`config.mk`:
```
export PLATFORM = sky130hd
export DESIGN_NAME = cvxif_relu_copro
export DESIGN_NICKNAME = d
export VERILOG_FILES = /design/src/rtl/cvxif_relu_pkg.sv /design/src/rtl/cvxif_relu_lanes.sv /design/src/rtl/cvxif_relu_copro.sv
export SDC_FILE = /design/constraint.sdc
export NUM_CORES = 1
export LEC_CHECK = 0
export CORE_AREA = 2 2 140 142
export CTS_CLUSTER_SIZE = 10
export DETAILED_ROUTE_END_ITERATION = 10
export DIE_AREA = 0 0 142 144
export DONT_BUFFER_PORTS = 1
export GPL_ROUTABILITY_DRIVEN = 0
export PLACE_DENSITY = 0.8
export SETUP_SLACK_MARGIN = 0.15
export SLEW_MARGIN = 20
export SYNTH_ARGS = -nofsm -noshare
export SYNTH_HDL_FRONTEND = slang
export SYNTH_SLANG_ARGS = --single-unit
```
`constraint.sdc`:
```
create_clock -name clk_i -period 9.9 [get_ports clk_i]
set_input_delay 0.99 -clock clk_i [delete_from_list [all_inputs] [get_ports clk_i]]
set_output_delay 0.99 -clock clk_i [all_outputs]
set_load 0.01 [all_outputs]
```
`src/rtl/cvxif_relu_pkg.sv`:
```
// Decode table, execution modes and queue entry layout shared by the ReLU coprocessor and its lane datapath.
// Table rows are matched as (instr & mask) == instr; SIMD rows are ignored when packed modes are disabled.
package cvxif_relu_pkg;

  localparam logic [6:0] OpcodeCustom1 = 7'b0101011;
  localparam logic [2:0] Funct3Scalar  = 3'b000;
  localparam logic [2:0] Funct3Packed  = 3'b001;
  localparam logic [1:0] Lane8         = 2'b00;
  localparam logic [1:0] Lane16        = 2'b01;
  localparam logic [1:0] Lane32        = 2'b10;

  localparam logic [31:0] MaskScalar = 32'h0000_707F;
  localparam logic [31:0] MaskPacked = 32'h0600_707F;

  typedef enum logic [1:0] {
    MODE_SCALAR,
    MODE_P8,
    MODE_P16,
    MODE_P32
  } mode_e;

  typedef struct packed {
    logic  accept;
    logic  writeback;
    mode_e mode;
  } resp_t;

  typedef struct packed {
    logic [31:0] instr;
    logic [31:0] mask;
    logic        simd;
    resp_t       resp;
  } decode_entry_t;

  localparam decode_entry_t DecodeTable [4] = '{
    '{instr: {5'b0, 2'b00,  10'b0, Funct3Scalar, 5'b0, OpcodeCustom1}, mask: MaskScalar, simd: 1'b0,
      resp: '{accept: 1'b1, writeback: 1'b1, mode: MODE_SCALAR}},
    '{instr: {5'b0, Lane8,  10'b0, Funct3Packed, 5'b0, OpcodeCustom1}, mask: MaskPacked, simd: 1'b1,
      resp: '{accept: 1'b1, writeback: 1'b1, mode: MODE_P8}},
    '{instr: {5'b0, Lane16, 10'b0, Funct3Packed, 5'b0, OpcodeCustom1}, mask: MaskPacked, simd: 1'b1,
      resp: '{accept: 1'b1, writeback: 1'b1, mode: MODE_P16}},
    '{instr: {5'b0, Lane32, 10'b0, Funct3Packed, 5'b0, OpcodeCustom1}, mask: MaskPacked, simd: 1'b1,
      resp: '{accept: 1'b1, writeback: 1'b1, mode: MODE_P32}}
  };

  localparam int NbInstr = $size(DecodeTable);

  typedef struct packed {
    logic [4:0] rd;
    mode_e      mode;
    logic       committed;
    logic       killed;
  } entry_ctl_t;

  function automatic resp_t decode(input logic [31:0] instr, input logic en_simd);
    resp_t r;
    r = '0;
    for (int i = 0; i < NbInstr; i++) begin
      if (((instr & DecodeTable[i].mask) == DecodeTable[i].instr) && (en_simd || !DecodeTable[i].simd))
        r = DecodeTable[i].resp;
    end
    return r;
  endfunction

endpackage

```
`src/rtl/cvxif_relu_lanes.sv`:
```
// Combinational ReLU over XLEN bits: each lane is zeroed when its top bit is set.
// No carry or saturation crosses lane boundaries; P32 on a 32-bit datapath is a single lane.
module cvxif_relu_lanes
  import cvxif_relu_pkg::*;
#(
  parameter int XLEN = 32
) (
  input  mode_e           mode,
  input  logic [XLEN-1:0] data_in,
  output logic [XLEN-1:0] data_out
);

  logic [XLEN-1:0] sign_bits;

  // Every bit looks up the sign bit of the lane it belongs to.
  always_comb begin
    sign_bits = '0;
    for (int i = 0; i < XLEN; i++) begin
      case (mode)
        MODE_P8:  sign_bits[i] = data_in[i | 7];
        MODE_P16: sign_bits[i] = data_in[i | 15];
        MODE_P32: sign_bits[i] = data_in[i | 31];
        default:  sign_bits[i] = data_in[XLEN-1];
      endcase
    end
  end

  assign data_out = data_in & ~sign_bits;

endmodule

```
`src/rtl/cvxif_relu_copro.sv`:
```
// CV-X-IF custom-1 ReLU coprocessor: in-order queue released by commit/kill, result one cycle after pop.
// Issue stalls when the queue is full or rs1 is not valid; the result register holds until result_ready_i.
module cvxif_relu_copro
  import cvxif_relu_pkg::*;
#(
  parameter int XLEN    = 32,
  parameter int Depth   = 4,
  parameter int IdWidth = 3,
  parameter bit EnSimd  = 1'b1
) (
  input  logic               clk_i,
  input  logic               rst_i,
  input  logic               issue_valid_i,
  output logic               issue_ready_o,
  input  logic [31:0]        issue_instr_i,
  input  logic [IdWidth-1:0] issue_id_i,
  input  logic [XLEN-1:0]    issue_rs1_i,
  input  logic               issue_rs1_valid_i,
  output logic               issue_accept_o,
  output logic               issue_writeback_o,
  input  logic               commit_valid_i,
  input  logic [IdWidth-1:0] commit_id_i,
  input  logic               commit_kill_i,
  output logic               result_valid_o,
  input  logic               result_ready_i,
  output logic [IdWidth-1:0] result_id_o,
  output logic [4:0]         result_rd_o,
  output logic               result_we_o,
  output logic [XLEN-1:0]    result_data_o,
  output logic               busy_o
);

  localparam int PtrW = $clog2(Depth);
  localparam logic [PtrW:0] DepthCnt = Depth[PtrW:0];

  resp_t              dec;
  logic [PtrW-1:0]    wr_ptr, rd_ptr;
  logic [PtrW:0]      count;
  logic [Depth-1:0]   occ;
  entry_ctl_t         ctl_q [Depth];
  logic [IdWidth-1:0] id_q  [Depth];
  logic [XLEN-1:0]    rs1_q [Depth];
  logic               push, pop, out_free, same_id;
  logic [XLEN-1:0]    relu_out;

  assign dec               = decode(issue_instr_i, EnSimd);
  assign issue_ready_o     = (count != DepthCnt) && issue_rs1_valid_i;
  assign issue_accept_o    = dec.accept;
  assign issue_writeback_o = dec.writeback;
  assign push              = issue_valid_i && issue_ready_o && dec.accept;
  assign out_free          = !result_valid_o || result_ready_i;
  assign pop               = occ[rd_ptr] && ctl_q[rd_ptr].committed && out_free;
  assign same_id           = commit_valid_i && (commit_id_i == issue_id_i);
  assign busy_o            = (count != '0) || result_valid_o;
  assign result_we_o       = result_valid_o;

  cvxif_relu_lanes #(.XLEN(XLEN)) u_lanes (
    .mode     (ctl_q[rd_ptr].mode),
    .data_in  (rs1_q[rd_ptr]),
    .data_out (relu_out)
  );

  always_ff @(posedge clk_i or posedge rst_i) begin
    if (rst_i) begin
      wr_ptr <= '0;
      rd_ptr <= '0;
      count  <= '0;
      occ    <= '0;
      for (int i = 0; i < Depth; i++) begin
        ctl_q[i] <= '0;
        id_q[i]  <= '0;
        rs1_q[i] <= '0;
      end
    end else begin
      for (int i = 0; i < Depth; i++) begin
        if (commit_valid_i && occ[i] && (id_q[i] == commit_id_i)) begin
          ctl_q[i].committed <= 1'b1;
          ctl_q[i].killed    <= ctl_q[i].killed | commit_kill_i;
        end
      end
      // The write slot is never occupied, so a same-cycle commit is folded into the new entry here.
      if (push) begin
        ctl_q[wr_ptr] <= '{rd: issue_instr_i[11:7], mode: dec.mode,
                           committed: same_id, killed: same_id && commit_kill_i};
        id_q[wr_ptr]  <= issue_id_i;
        rs1_q[wr_ptr] <= issue_rs1_i;
        occ[wr_ptr]   <= 1'b1;
        wr_ptr        <= wr_ptr + 1'b1;
      end
      if (pop) begin
        occ[rd_ptr] <= 1'b0;
        rd_ptr      <= rd_ptr + 1'b1;
      end
      case ({push, pop})
        2'b10:   count <= count + 1'b1;
        2'b01:   count <= count - 1'b1;
        default: count <= count;
      endcase
    end
  end

  always_ff @(posedge clk_i or posedge rst_i) begin
    if (rst_i) begin
      result_valid_o <= 1'b0;
      result_id_o    <= '0;
      result_rd_o    <= '0;
      result_data_o  <= '0;
    end else if (pop && !ctl_q[rd_ptr].killed) begin
      result_valid_o <= 1'b1;
      result_id_o    <= id_q[rd_ptr];
      result_rd_o    <= ctl_q[rd_ptr].rd;
      result_data_o  <= relu_out;
    end else if (result_ready_i) begin
      result_valid_o <= 1'b0;
    end
  end

endmodule

```
==> results of run 1 <==
[cell families after synthesis]
family | Yosys count
AOI/OAI and AO/OA | 47
DFF | 227
adders and majority gates | 12
muxes | 216
xor gates and xnor gates | 21
buffers and inverters | 53
other | 1
and+or+nand+nor | 115
[cells in the final DEF (no fill, tap or decap), types with 5 or more instances in the layout]
cell type	Yosys	routed
mux2_2	157	157
xor2_1	8	8
ha_1	11	11
clkbuf_1	10	7
a22o_1	18	18
nor2_1	15	15
inv_1	13	12
nor3b_1	5	5
buf_4	5	6
nand3_1	9	9
clkbuf_16	0	27
nand2_1	64	64
a21oi_1	10	10
nand4_1	5	5
xnor2_1	13	13
mux4_2	42	42
mux2_1	12	12
dfrtp_1	227	225
o21ai_0	9	9
[per-layer routing]
layer / vias up / share of wire [%]
met3: 39 / 6.9
met2: 148 / 50
li1: 2477 / -
met5: - / 0
met1: 3023 / 41
met4: 0 / 2.6
[critical path, cell delays in order, from the launching register on]
cell	delay, ps
dfrtp_4	1080
mux4_1	720
or3_2	870
a211oi_4	550
a22o_1	210
[worst min-delay path by stage]
stage                          from         to  slack [ps]  depth (start not counted)
final                     ctl_q[22]  ctl_q[22]         490                          1
after global routing      rs1_q[42]  rs1_q[42]         510                          1
after CTS                 ctl_q[22]  ctl_q[22]         490                          1
after detailed placement  ctl_q[22]  ctl_q[22]         480                          1
after global placement     rs1_q[0]   rs1_q[0]         460                          1
after floorplan           ctl_q[22]  ctl_q[22]         450                          1
[power by group through the flow]
stage / Combinational (W) / Sequential, W / Clock (W)
finish: 0.0000317 / 0.000935 / 0.000831
global route: 0.0000366 / 0.000934 / 0.000885
CTS: 0.0000331 / 0.000934 / 0.000846
detailed placement: 0.0000329 / 0.000951 / 0
global placement: 0.0000306 / 0.000950 / 0
floorplan: 0.0000271 / 0.000950 / 0
[through the flow]
stage          worst slack (ps)  util (%)  hold WS (ps)
5_1_grt                    6140      57.8           509
6_report                   6360      57.8           488
4_1_cts                    6280      57.8           489
2_1_floorplan              2690         -           452
3_5_place_dp               6310      54.1           478
3_3_place_gp               6390      54.1           463
[area by class of cell]
| class | count | area, um^2 |
|---|---|---|
| repair buffers | 7 | 56.3 |
| fillers | 1475 | 8050 |
| multi-input cells | 412 | 4220 |
| flip-flops and latches | 227 | 5690 |
| clock buffers | 34 | 702 |
| inverters | 14 | 60.1 |
| well taps | 238 | 298 |
| clock inverters | 1 | 8.76 |
[flip-flops by register name, summed over array words and instances (netlist names), 3 cells and up]
signal and cells:
ctl_q 36, id_q 12, count 3, rs1_q 128
result_rd_o 5, result_id_o 3, result_data_o 31, occ 4
==> PnR_summary.wiki, run 1 <==
{| class="wikitable"
! Metric !! Value
|-
| Status || complete, no violations
|-
| Cell count after placement || 898
|-
| Final Cycle Share || 35.8%
|-
| Met2 Use GR || 37.9%
|-
| Syn_area_per_cell || 14.8 um^2
|-
| Die height || 144 um
|-
| Share of synthesized area spent on multiplexers || 28.5%
|-
| HP Class || register to register
|-
| Placement Rows || 51
|-
| Count of hold buffers inserted by post-cts repair || 0
|-
| Library cells used by synthesis || 47
|-
| R2R depth || 4
|-
| Number of sinks driven by the clock tree || 227
|-
| Fraction of met1 tracks used by global routing || 25.7%
|-
| Total power divided by cell area || 163 mW/mm^2
|-
| Die Area || 0.0204 mm^2
|-
| Worst Setup Start Kind || register
|-
| First-pass iteration count of the detailed router || 4
|-
| Drt wl/cell || 22.8 um
|-
| DRC Markers || 0
|-
| Post-Syn Instances || 692
|-
| Highest net fanout along the worst path || 49
|-
| First-pass GRT wire length || 34400 um
|-
| Minimum clock period || 3540 ps
|-
| Total global-route track usage || 21.5%
|-
| Max-cap violation count || 0
|-
| Clock root buffer || clkbuf_16
|-
| Maximum clock rate || 282 MHz
|-
| Detail Route Antenna Nets || 0
|-
| End of the worst register-to-register path || result_data_o[9]
|-
| Final std cells w/o fill || 933
|-
| Clock network fraction of design power || 46.2%
|-
| Clock latency on the worst-skew pair || 530 ps
|-
| Vias per cell || 6.10
|-
| Setup repair after global routing missed its margin || false
|-
| Parity-gate share of the synthesized area counting xor and xnor cells || 1.80%
|-
| Largest cells by area after synthesis || dfrtp_1 (55%), mux2_2 (17%), mux4_2 (9.2%), nand2_1 (2.3%), buf_6 (1.8%)
|-
| Share of cells above drive strength 1 || 36.0%
|-
| Data arrival time at the worst-slack endpoint || 3990 ps
|-
| P_leak || 5.26 nW
|-
| Post-synthesis share of cell area spent on full adders, half adders and majority gates || 1.54%
|-
| TritonCTS clock tree || done
|-
| Endpoint kind of the worst setup timing path || register
|-
| Number of flops mapped to enable cells by yosys || 0
|-
| Slew at the pin with the worst max-slew slack || 998 ps
|-
| Largest family of logic cells by synthesized area || multiplexers
|-
| Switching portion of total power || 20.6%
|-
| IO buf count || 0
|-
| Overall Power || 0.00180 W
|-
| Register-to-register setup slack || 6360 ps
|-
| Total via count after detailed routing || 5687
|-
| Synthesis-stage register bit count || 227
|-
| Combinational fraction of design power || 1.8%
|-
| Placeable core area || 0.0191 mm^2
|-
| H-Tree Level Count || 1
|-
| Layer with the highest usage after global routing || met2
|-
| Antenna cells || 0
|-
| Cell type with the largest total area after synthesis || dfrtp_1
|-
| Simple-gate share of the synthesized area || 5.84%
|-
| Req. time, crit path || 10340 ps
|-
| Critical path start-end classification || register to register
|-
| Antenna violations before repair || 0
|-
| Total detailed-routing wirelength || 21300 um
|-
| Yosys Warn Count || 0
|-
| Final nets || 778
|-
| Top cell type's share of synthesized area || 55.5%
|-
| Drt first-iter violations || 279
|-
| Cell types with the highest counts after synthesis || dfrtp_1 (227), mux2_2 (157), nand2_1 (64)
|-
| Count of endpoints failing setup in the final report || 0
|-
| Maximum number of pins on one net before global-route repair || 143
|-
| Placed standard-cell area || 0.0103 mm^2
|-
| Critical path destination || result_data_o[9]
|-
| Most used standard cell by instance count after synthesis || dfrtp_1
|-
| Peak VDD IR || 169 uV
|-
| Met3 usage || 6.36%
|-
| Final clock skew || 20.7 ps
|-
| Post-synthesis compound-gate area fraction || 3.46%
|-
| P&R area growth vs syn || 7.71%
|-
| Max-slew violation count || 0
|-
| Slew headroom || 33.5%
|-
| HPWL reported at the end of detailed placement || 12900 um
|-
| CTS max path bufs || 3
|-
| Syn nets || 781
|-
| Total I/O pin count || 123
|-
| PostCTS Resize Cnt || 0
|-
| Die Wd || 142 um
|-
| Sequential-to-total area share from yosys stat || 55.5%
|-
| Cell-internal power || 0.00143 W
|-
| Area of the mapped netlist || 0.0102 mm^2
|-
| Gr ovfl total || 0
|-
| Source of the worst register-to-register timing path || rd_ptr[0]
|-
| Critical path origin || rd_ptr[0]
|-
| Most used flip-flop cell after synthesis || dfrtp_1
|-
| Synth async-reset ratio || 100%
|-
| Number of buffers inserted by post-CTS setup repair || 0
|-
| Sw Pwr || 0.000370 W
|-
| Number of global-route vias before repair || 6493
|-
| Final std cell area, no fill || 0.0110 mm^2
|-
| Clock-pin slew on the worst setup and hold paths || 60 ps
|-
| Num CTS Buffers || 27
|-
| Count of endpoints failing hold in the final timing report || 0
|-
| Setup TNS after final layout || 0 ps
|-
| Initial standard-cell utilization of the core || 53.7%
|-
| Sequential Power Share || 52.0%
|}
(Power assumes the default switching activity.)
==> run 2: changes to the inputs <==
==> constraint.sdc (replaced) <==
create_clock -name clk_i -period 3.55 [get_ports clk_i]
set_input_delay 0.355 -clock clk_i [delete_from_list [all_inputs] [get_ports clk_i]]
set_output_delay 0.355 -clock clk_i [all_outputs]
set_load 0.01 [all_outputs]
==> run 2 against run 1 <==
Power rose to 2.8 times the previous value. Largest power group unchanged. Count of clock-buffer cells in the layout down 3. Worst hold slack worse by 470 ps. Highest routed layer unchanged. Non-clock buffer count up 49.
==> PnR_summary.wiki, run 2 (synthesis results as in run 1) <==
{| class="wikitable"
! Metric !! Value
|-
| Status || complete, no violations
|-
| Drt wl/cell || 21.7 um (-4.9%)
|-
| First-pass iteration count of the detailed router || 6 (+2)
|-
| Maximum clock rate || 339 MHz (+20%)
|-
| Die height || 144 um (unchanged)
|-
| Die Wd || 142 um (unchanged)
|-
| PostCTS Resize Cnt || 0 (unchanged)
|-
| Total I/O pin count || 123 (unchanged)
|-
| Total power divided by cell area || 438 mW/mm^2 (+170%)
|-
| Setup TNS after final layout || 0 ps (unchanged)
|-
| Max-cap violation count || 0 (unchanged)
|-
| Wire length on met1 || 8670 um (-0.26%)
|-
| Final clock skew || 17.5 ps (-3.18 ps)
|-
| Number of flip-flops under the largest register name || 128 (unchanged)
|-
| Highest routed metal layer || met4
|-
| Placement Rows || 51 (unchanged)
|-
| Sequential Power Share || 51.7% (-0.3 points)
|-
| Cell-internal power || 0.00400 W (+180%)
|-
| Detail Route Antenna Nets || 0 (unchanged)
|-
| Final Cycle Share || 83.1% (+47 points)
|-
| Total global-route track usage || 21.5% (about the same)
|-
| Reg with most FFs || rs1_q
|-
| Final nets || 826 (+6.2%)
|-
| End of the worst register-to-register path || count[2]
|-
| Register-to-register setup slack || 600 ps (-5760 ps)
|-
| Final std cell area, no fill || 0.0115 mm^2 (+4.3%)
|-
| Clock root buffer || clkbuf_16
|-
| Post-Route Hold Slack || 12.6 ps (-475 ps)
|-
| DRC Markers || 0 (unchanged)
|-
| Source of the worst register-to-register timing path || rd_ptr[0]
|-
| Peak VDD IR || 373 uV (+120%)
|-
| Slew headroom || 41.5% (+8.0 points)
|-
| Number of cells on the worst hold path || 1 (unchanged)
|-
| Fill cell instance count of the final layout || 1390 (-5.8%)
|-
| R2R depth || 8 (+4)
|-
| Slowest stage delay, CP || 710 ps (-370 ps)
|-
| Antenna violations before repair || 1 (+1)
|-
| Clock latency on the worst-skew pair || 530 ps (about the same)
|-
| Gr ovfl total || 0 (unchanged)
|-
| Met3 wire len || 1110 um (-24%)
|-
| TritonCTS clock tree || done
|-
| Clock network fraction of design power || 45.3% (-0.9 points)
|-
| CTS max path bufs || 3 (unchanged)
|-
| Vias per cell || 5.97 (-2.1%)
|-
| Register Area || 0.00569 mm^2 (unchanged)
|-
| Initial standard-cell utilization of the core || 53.7% (unchanged)
|-
| Placed standard-cell area || 0.0104 mm^2 (+0.72%)
|-
| Switching portion of total power || 20.7% (+0.11 points)
|-
| Max stage delay cell, worst path || dfrtp_4
|-
| IO buf count || 0 (unchanged)
|-
| Clock-pin slew on the worst setup and hold paths || 60 ps (about the same)
|-
| Count of endpoints failing hold in the final timing report || 0 (unchanged)
|-
| Req. time, crit path || 3960 ps (-6380 ps)
|-
| Area used by multi-input combinational logic || 0.00422 mm^2 (unchanged)
|-
| P&R area growth vs syn || 12.3%
|-
| Highest net fanout along the worst path || 25 (-49%)
|-
| Combinational fraction of design power || 3.0% (+1.2 points)
|-
| Data arrival time at the worst-slack endpoint || 3360 ps (-630 ps)
|-
| First-pass GRT wire length || 34400 um (+0.16%)
|-
| HP Class || primary input to register
|-
| Drt first-iter violations || 283 (+1.4%)
|-
| Die Area || 0.0204 mm^2 (unchanged)
|-
| Num CTS Buffers || 26 (-3.7%)
|-
| Maximum number of pins on one net before global-route repair || 61 (-57%)
|-
| Total met2 wirelength after detailed routing || 11000 um (+4.0%)
|-
| Setup repair after global routing missed its margin || false
|-
| Critical path origin || rd_ptr[0]
|-
| Minimum clock period || 2950 ps (-593 ps)
|-
| Share of cells above drive strength 1 || 34.6% (-1.4 points)
|-
| Number of global-route vias before repair || 6602 (+1.7%)
|-
| Total via count after detailed routing || 5840 (+2.7%)
|-
| Worst Setup Start Kind || register
|-
| Critical path destination || count[2]
|-
| Endpoint kind of the worst setup timing path || register
|-
| Critical path, cell by cell || inv_1 > a311oi_1 > nor2_1 > ha_1 > fa_1 > xnor2_1 > nor2_1 > xnor2_1
|-
| Leading registers by flop count || rs1_q x128, ctl_q x36, result_data_o x31
|-
| Count of endpoints failing setup in the final report || 0 (unchanged)
|-
| Most used cells in the layout excluding fill and tap cells || dfrtp_1 (225), mux2_2 (157), nand2_1 (64), mux4_2 (42), dlygate4sd3_1 (42)
|-
| P_leak || 5.47 nW (+3.9%)
|-
| Slew at the pin with the worst max-slew slack || 877 ps (-121 ps)
|-
| Number of buffers inserted by post-CTS setup repair || 0 (unchanged)
|-
| Critical path start-end classification || register to register
|-
| Max-slew violation count || 0 (unchanged)
|-
| Sw Pwr || 0.00104 W (+180%)
|-
| HPWL reported at the end of detailed placement || 13400 um (+3.6%)
|-
| Number of sinks driven by the clock tree || 227 (unchanged)
|-
| Total detailed-routing wirelength || 21200 um (-0.19%)
|-
| Most common cell after layout, fill and taps aside || dfrtp_1
|-
| H-Tree Level Count || 1 (unchanged)
|-
| Placeable core area || 0.0191 mm^2 (unchanged)
|}
## run 2: changes by cell type in the layout (fill, tap and decap cells not counted), sizes merged
cell	delta
buf	+7
diode	+1
dlygate4sd3	+42
clkinvlp	+1
inv	-2
clkbuf	-3
## run 2: metrics by stage
stage / utilization (%) / std cells / power (W) / setup slack [ps]
4_1_cts: 60.3 / 978 / 0.00508 / 604
6_report: 60.3 / 979 / 0.00504 / 598
3_3_place_gp: 54.5 / 905 / 0.00274 / 655
2_1_floorplan: - / 692 / 0.00273 / 229
3_5_place_dp: 54.5 / 905 / 0.00275 / 614
5_1_grt: 60.3 / 979 / 0.00521 / 296
## run 2: power groups by stage
stage	Combinational, W	Sequential (W)	Clock (W)
after global routing	0.000169	0.00261	0.00244
after detailed placement	0.0000971	0.00265	0
after floorplan	0.0000759	0.00265	0
final	0.000150	0.00261	0.00228
after global placement	0.0000913	0.00265	0
after CTS	0.000153	0.00261	0.00233
## run 2: how the worst min path moves through the flow
stage               startpoint         end
2_1_floorplan        ctl_q[22]   ctl_q[22]
3_3_place_gp             rst_i  rs1_q[107]
3_5_place_dp             rst_i  rs1_q[107]
4_1_cts        issue_rs1_i[25]  rs1_q[121]
5_1_grt        issue_rs1_i[25]  rs1_q[121]
6_report       issue_rs1_i[25]  rs1_q[121]
## run 2: timing repair
action	in CTS	in global routing
setup endpoints to repair	0	0
hold buffers	42	0
hold endpoints to repair	194	0
## run 2: layout make-up
cell class | count | area share [%]
Sequential cell | 227 | 49.4
Multi-Input combinational cell | 412 | 36.7
Clock buffer | 31 | 6.00
Timing Repair Buffer | 56 | 4.79
Tap cell | 238 | 2.59
Inverter | 14 | 0.489
Antenna cell | 1 | 0.0218
## run 2: worst max-delay path, delay by kind of cell (launching register included)
kind                     cells  cell delay, ps
flip-flops                   1             710
buffers and inverters        1             200
XOR/XNOR                     2             280
AND/OR/NAND/NOR              2             340
adder cells (fa/ha/maj)      2             690
AO/OA/AOI/OAI                1             610
## run 2: metal layers
layer	GRT usage, %	up-vias
met3	4.87	33
met5	0	-
met2	38.4	137
li1	-	2584
met4	5.58	0
met1	26.6	3086
==> run 3: changes to the inputs <==
==> constraint.sdc (replaced) <==
create_clock -name clk_i -period 3 [get_ports clk_i]
set_input_delay 0.3 -clock clk_i [delete_from_list [all_inputs] [get_ports clk_i]]
set_output_delay 0.3 -clock clk_i [all_outputs]
set_load 0.01 [all_outputs]
==> run 3 against run 2 <==
Maximum frequency is 10% higher. Power is 19% higher. Critical path type unchanged. Critical endpoint is now result_data_o[11]. Highest routed layer unchanged. Sequential share of layout area is 0.47 points lower.
==> PnR_summary.wiki, run 3 (synthesis results as in run 1) <==
{| class="wikitable"
! Metric !! Value
|-
| Fill cell instance count of the final layout || 1381 (-0.65%)
|-
| H-Tree Level Count || 1 (unchanged)
|-
| Register-to-register setup slack || 320 ps (-280 ps)
|-
| Slew headroom || 41.3% (-0.20 points)
|-
| Clock root buffer || clkbuf_16
|-
| Max-slew violation count || 0 (unchanged)
|-
| Count of endpoints failing setup in the final report || 0 (unchanged)
|-
| Drt wl/cell || 21.8 um (+0.31%)
|-
| Endpoint kind of the worst setup timing path || register
|-
| HP Class || primary input to register
|-
| Sw Pwr || 0.00124 W (+19%)
|-
| Final Cycle Share || 89.4% (+6.3 points)
|-
| Most common cell after layout, fill and taps aside || dfrtp_1
|-
| Sequential Power Share || 51.4% (-0.3 points)
|-
| Detail Route Antenna Nets || 0 (unchanged)
|-
| Total met2 wirelength after detailed routing || 11200 um (+1.8%)
|-
| Die Area || 0.0204 mm^2 (unchanged)
|-
| CTS max path bufs || 3 (unchanged)
|-
| Setup repair after global routing missed its margin || false
|-
| Placeable core area || 0.0191 mm^2 (unchanged)
|-
| Source of the worst register-to-register timing path || rd_ptr[0]
|-
| IO buf count || 0 (unchanged)
|-
| Drt first-iter violations || 265 (-6.4%)
|-
| Final nets || 830 (+0.48%)
|-
| Most used cells in the layout excluding fill and tap cells || dfrtp_1 (225), mux2_2 (157), nand2_1 (64), mux4_2 (42), dlygate4sd3_1 (42)
|-
| First-pass GRT wire length || 34500 um (about the same)
|-
| First-pass iteration count of the detailed router || 4 (-2)
|-
| Max stage delay cell, worst path || or3_2
|-
| Number of global-route vias before repair || 6539 (-0.95%)
|-
| Clock-pin slew on the worst setup and hold paths || 50 ps (about the same)
|-
| Switching portion of total power || 20.6% (-0.10 points)
|-
| Total global-route track usage || 21.4% (-0.059 points)
|-
| Clock network fraction of design power || 45.7% (+0.4 points)
|-
| Die height || 144 um (unchanged)
|-
| Initial standard-cell utilization of the core || 53.7% (unchanged)
|-
| Max-cap violation count || 0 (unchanged)
|-
| Maximum clock rate || 373 MHz (+10%)
|-
| Number of flip-flops under the largest register name || 128 (unchanged)
|-
| Leading registers by flop count || rs1_q x128, ctl_q x36, result_data_o x31
|-
| Number of sinks driven by the clock tree || 227 (unchanged)
|-
| Critical path destination || result_data_o[11]
|-
| R2R depth || 4 (-4)
|-
| P_leak || 5.51 nW (+0.78%)
|-
| Wire length on met1 || 8560 um (-1.2%)
|-
| Maximum number of pins on one net before global-route repair || 73 (+20%)
|-
| Post-layout util || 60.9% (+0.58 points)
|-
| Highest net fanout along the worst path || 19 (-24%)
|-
| Final clock skew || 12.9 ps (-4.57 ps)
|-
| Peak VDD IR || 459 uV (+23%)
|-
| Cell count after placement || 908 (+0.33%)
|-
| Minimum clock period || 2680 ps (-269 ps)
|-
| End of the worst register-to-register path || result_data_o[11]
|-
| Final std cells w/o fill || 984 (+0.51%)
|-
| Count of endpoints failing hold in the final timing report || 0 (unchanged)
|-
| Total detailed-routing wirelength || 21400 um (+0.82%)
|-
| Antenna violations before repair || 1 (unchanged)
|-
| Slowest stage delay, CP || 690 ps (-20 ps)
|-
| Share of cells above drive strength 1 || 35.2% (+0.57 points)
|-
| Num CTS Buffers || 27 (+3.8%)
|-
| Met3 wire len || 1260 um (+14%)
|-
| Reg with most FFs || rs1_q
|-
| Clock latency on the worst-skew pair || 510 ps (-20 ps)
|-
| Worst Setup Start Kind || register
|-
| Critical path origin || rd_ptr[0]
|-
| Total power divided by cell area || 517 mW/mm^2 (+18%)
|-
| Gr ovfl total || 0 (unchanged)
|-
| Req. time, crit path || 3440 ps (-520 ps)
|-
| TritonCTS clock tree || done
|-
| Die Wd || 142 um (unchanged)
|-
| Data arrival time at the worst-slack endpoint || 3120 ps (-240 ps)
|-
| Placement Rows || 51 (unchanged)
|-
| Slew at the pin with the worst max-slew slack || 880 ps (+2.96 ps)
|-
| Status || complete, no violations
|-
| Number of buffers inserted by post-CTS setup repair || 0 (unchanged)
|-
| Overall Power || 0.00600 W (+19%)
|-
| Total via count after detailed routing || 5769 (-1.2%)
|-
| P&R area growth vs syn || 13.4%
|-
| Critical path start-end classification || register to register
|-
| DRC Markers || 0 (unchanged)
|-
| HPWL reported at the end of detailed placement || 13600 um (+1.7%)
|-
| Highest routed metal layer || met4
|-
| Critical path, cell by cell || mux4_1 > or3_2 > a211oi_4 > a22o_1
|-
| Combinational fraction of design power || 3.0% (about the same)
|-
| Cell-internal power || 0.00477 W (+19%)
|-
| Total I/O pin count || 123 (unchanged)
|-
| Vias per cell || 5.86 (-1.7%)
|}
==> run 3: changes by cell type in the layout (fill, tap and decap cells not counted) <==
cell and delta:
a21oi_1 -1, a21oi_2 +1, buf_12 +5, buf_4 -2, clkbuf_8 +1, inv_6 +1
==> run 3: how the worst min path moves through the flow <==
stage | to | slack (ps) | cells after the start | from
2_1_floorplan | ctl_q[0] | 430 | 1 | commit_kill_i
3_3_place_gp | rs1_q[107] | 330 | 1 | rst_i
3_5_place_dp | rs1_q[107] | 350 | 1 | rst_i
4_1_cts | result_valid_o | 10 | 2 | result_ready_i
5_1_grt | result_valid_o | 10 | 2 | result_ready_i
6_report | result_valid_o | 40 | 2 | result_ready_i
==> run 3: cell type report <==
class / instances / area [um^2] / share of cell area [%]
clock inverters: 1 / 8.76 / 0.0754
repair buffers: 59 / 636 / 5.47
diodes: 1 / 2.50 / 0.0215
clock buffers: 32 / 704 / 6.06
multi-input cells: 412 / 4220 / 36.4
well taps: 238 / 298 / 2.56
inverters: 14 / 56.3 / 0.485
flip-flops and latches: 227 / 5690 / 48.9
==> run 3: power by group through the flow <==
stage	Clock [W]	Sequential, W	Combinational, W
3_5_place_dp	0	0.00314	0.000117
6_report	0.00274	0.00308	0.000179
3_3_place_gp	0	0.00314	0.000109
5_1_grt	0.00294	0.00308	0.000202
2_1_floorplan	0	0.00314	0.0000898
4_1_cts	0.00280	0.00308	0.000183
==> run 3: timing repair <==
action | CTS | global route
hold endpoints to repair | 195 | 0
gates resized for setup | 0 | 1
setup endpoints to repair | 0 | 2
hold buffers | 42 | 0
==> run 3: worst max-delay path: cells and delay by family, from the launching register on <==
family / cells / cell delay, ps
and+or+nand+nor: 1 / 690
muxes: 1 / 670
AOI/OAI and AO/OA: 2 / 620
DFF: 1 / 630
==> run 3: metal layers <==
layer,global-route usage [%],vias up
met3,5.03,37
met4,4.89,0
met5,0,-
met1,26.1,3006
met2,38.9,151
li1,-,2575
==> run 3: per-stage QoR <==
| stage | hold slack, ps | setup TNS, ps | area [um^2] | setup WS (ps) |
|---|---|---|---|---|
| 4_1_cts | 12.9 | 0 | 11600 | 269 |
| 3_3_place_gp | 327 | 0 | 10500 | 329 |
| 6_report | 35.3 | 0 | 11600 | 317 |
| 2_1_floorplan | 433 | -60380 | 10200 | -266 |
| 3_5_place_dp | 351 | 0 | 10500 | 289 |
| 5_1_grt | 11.7 | 0 | 11600 | 163 |
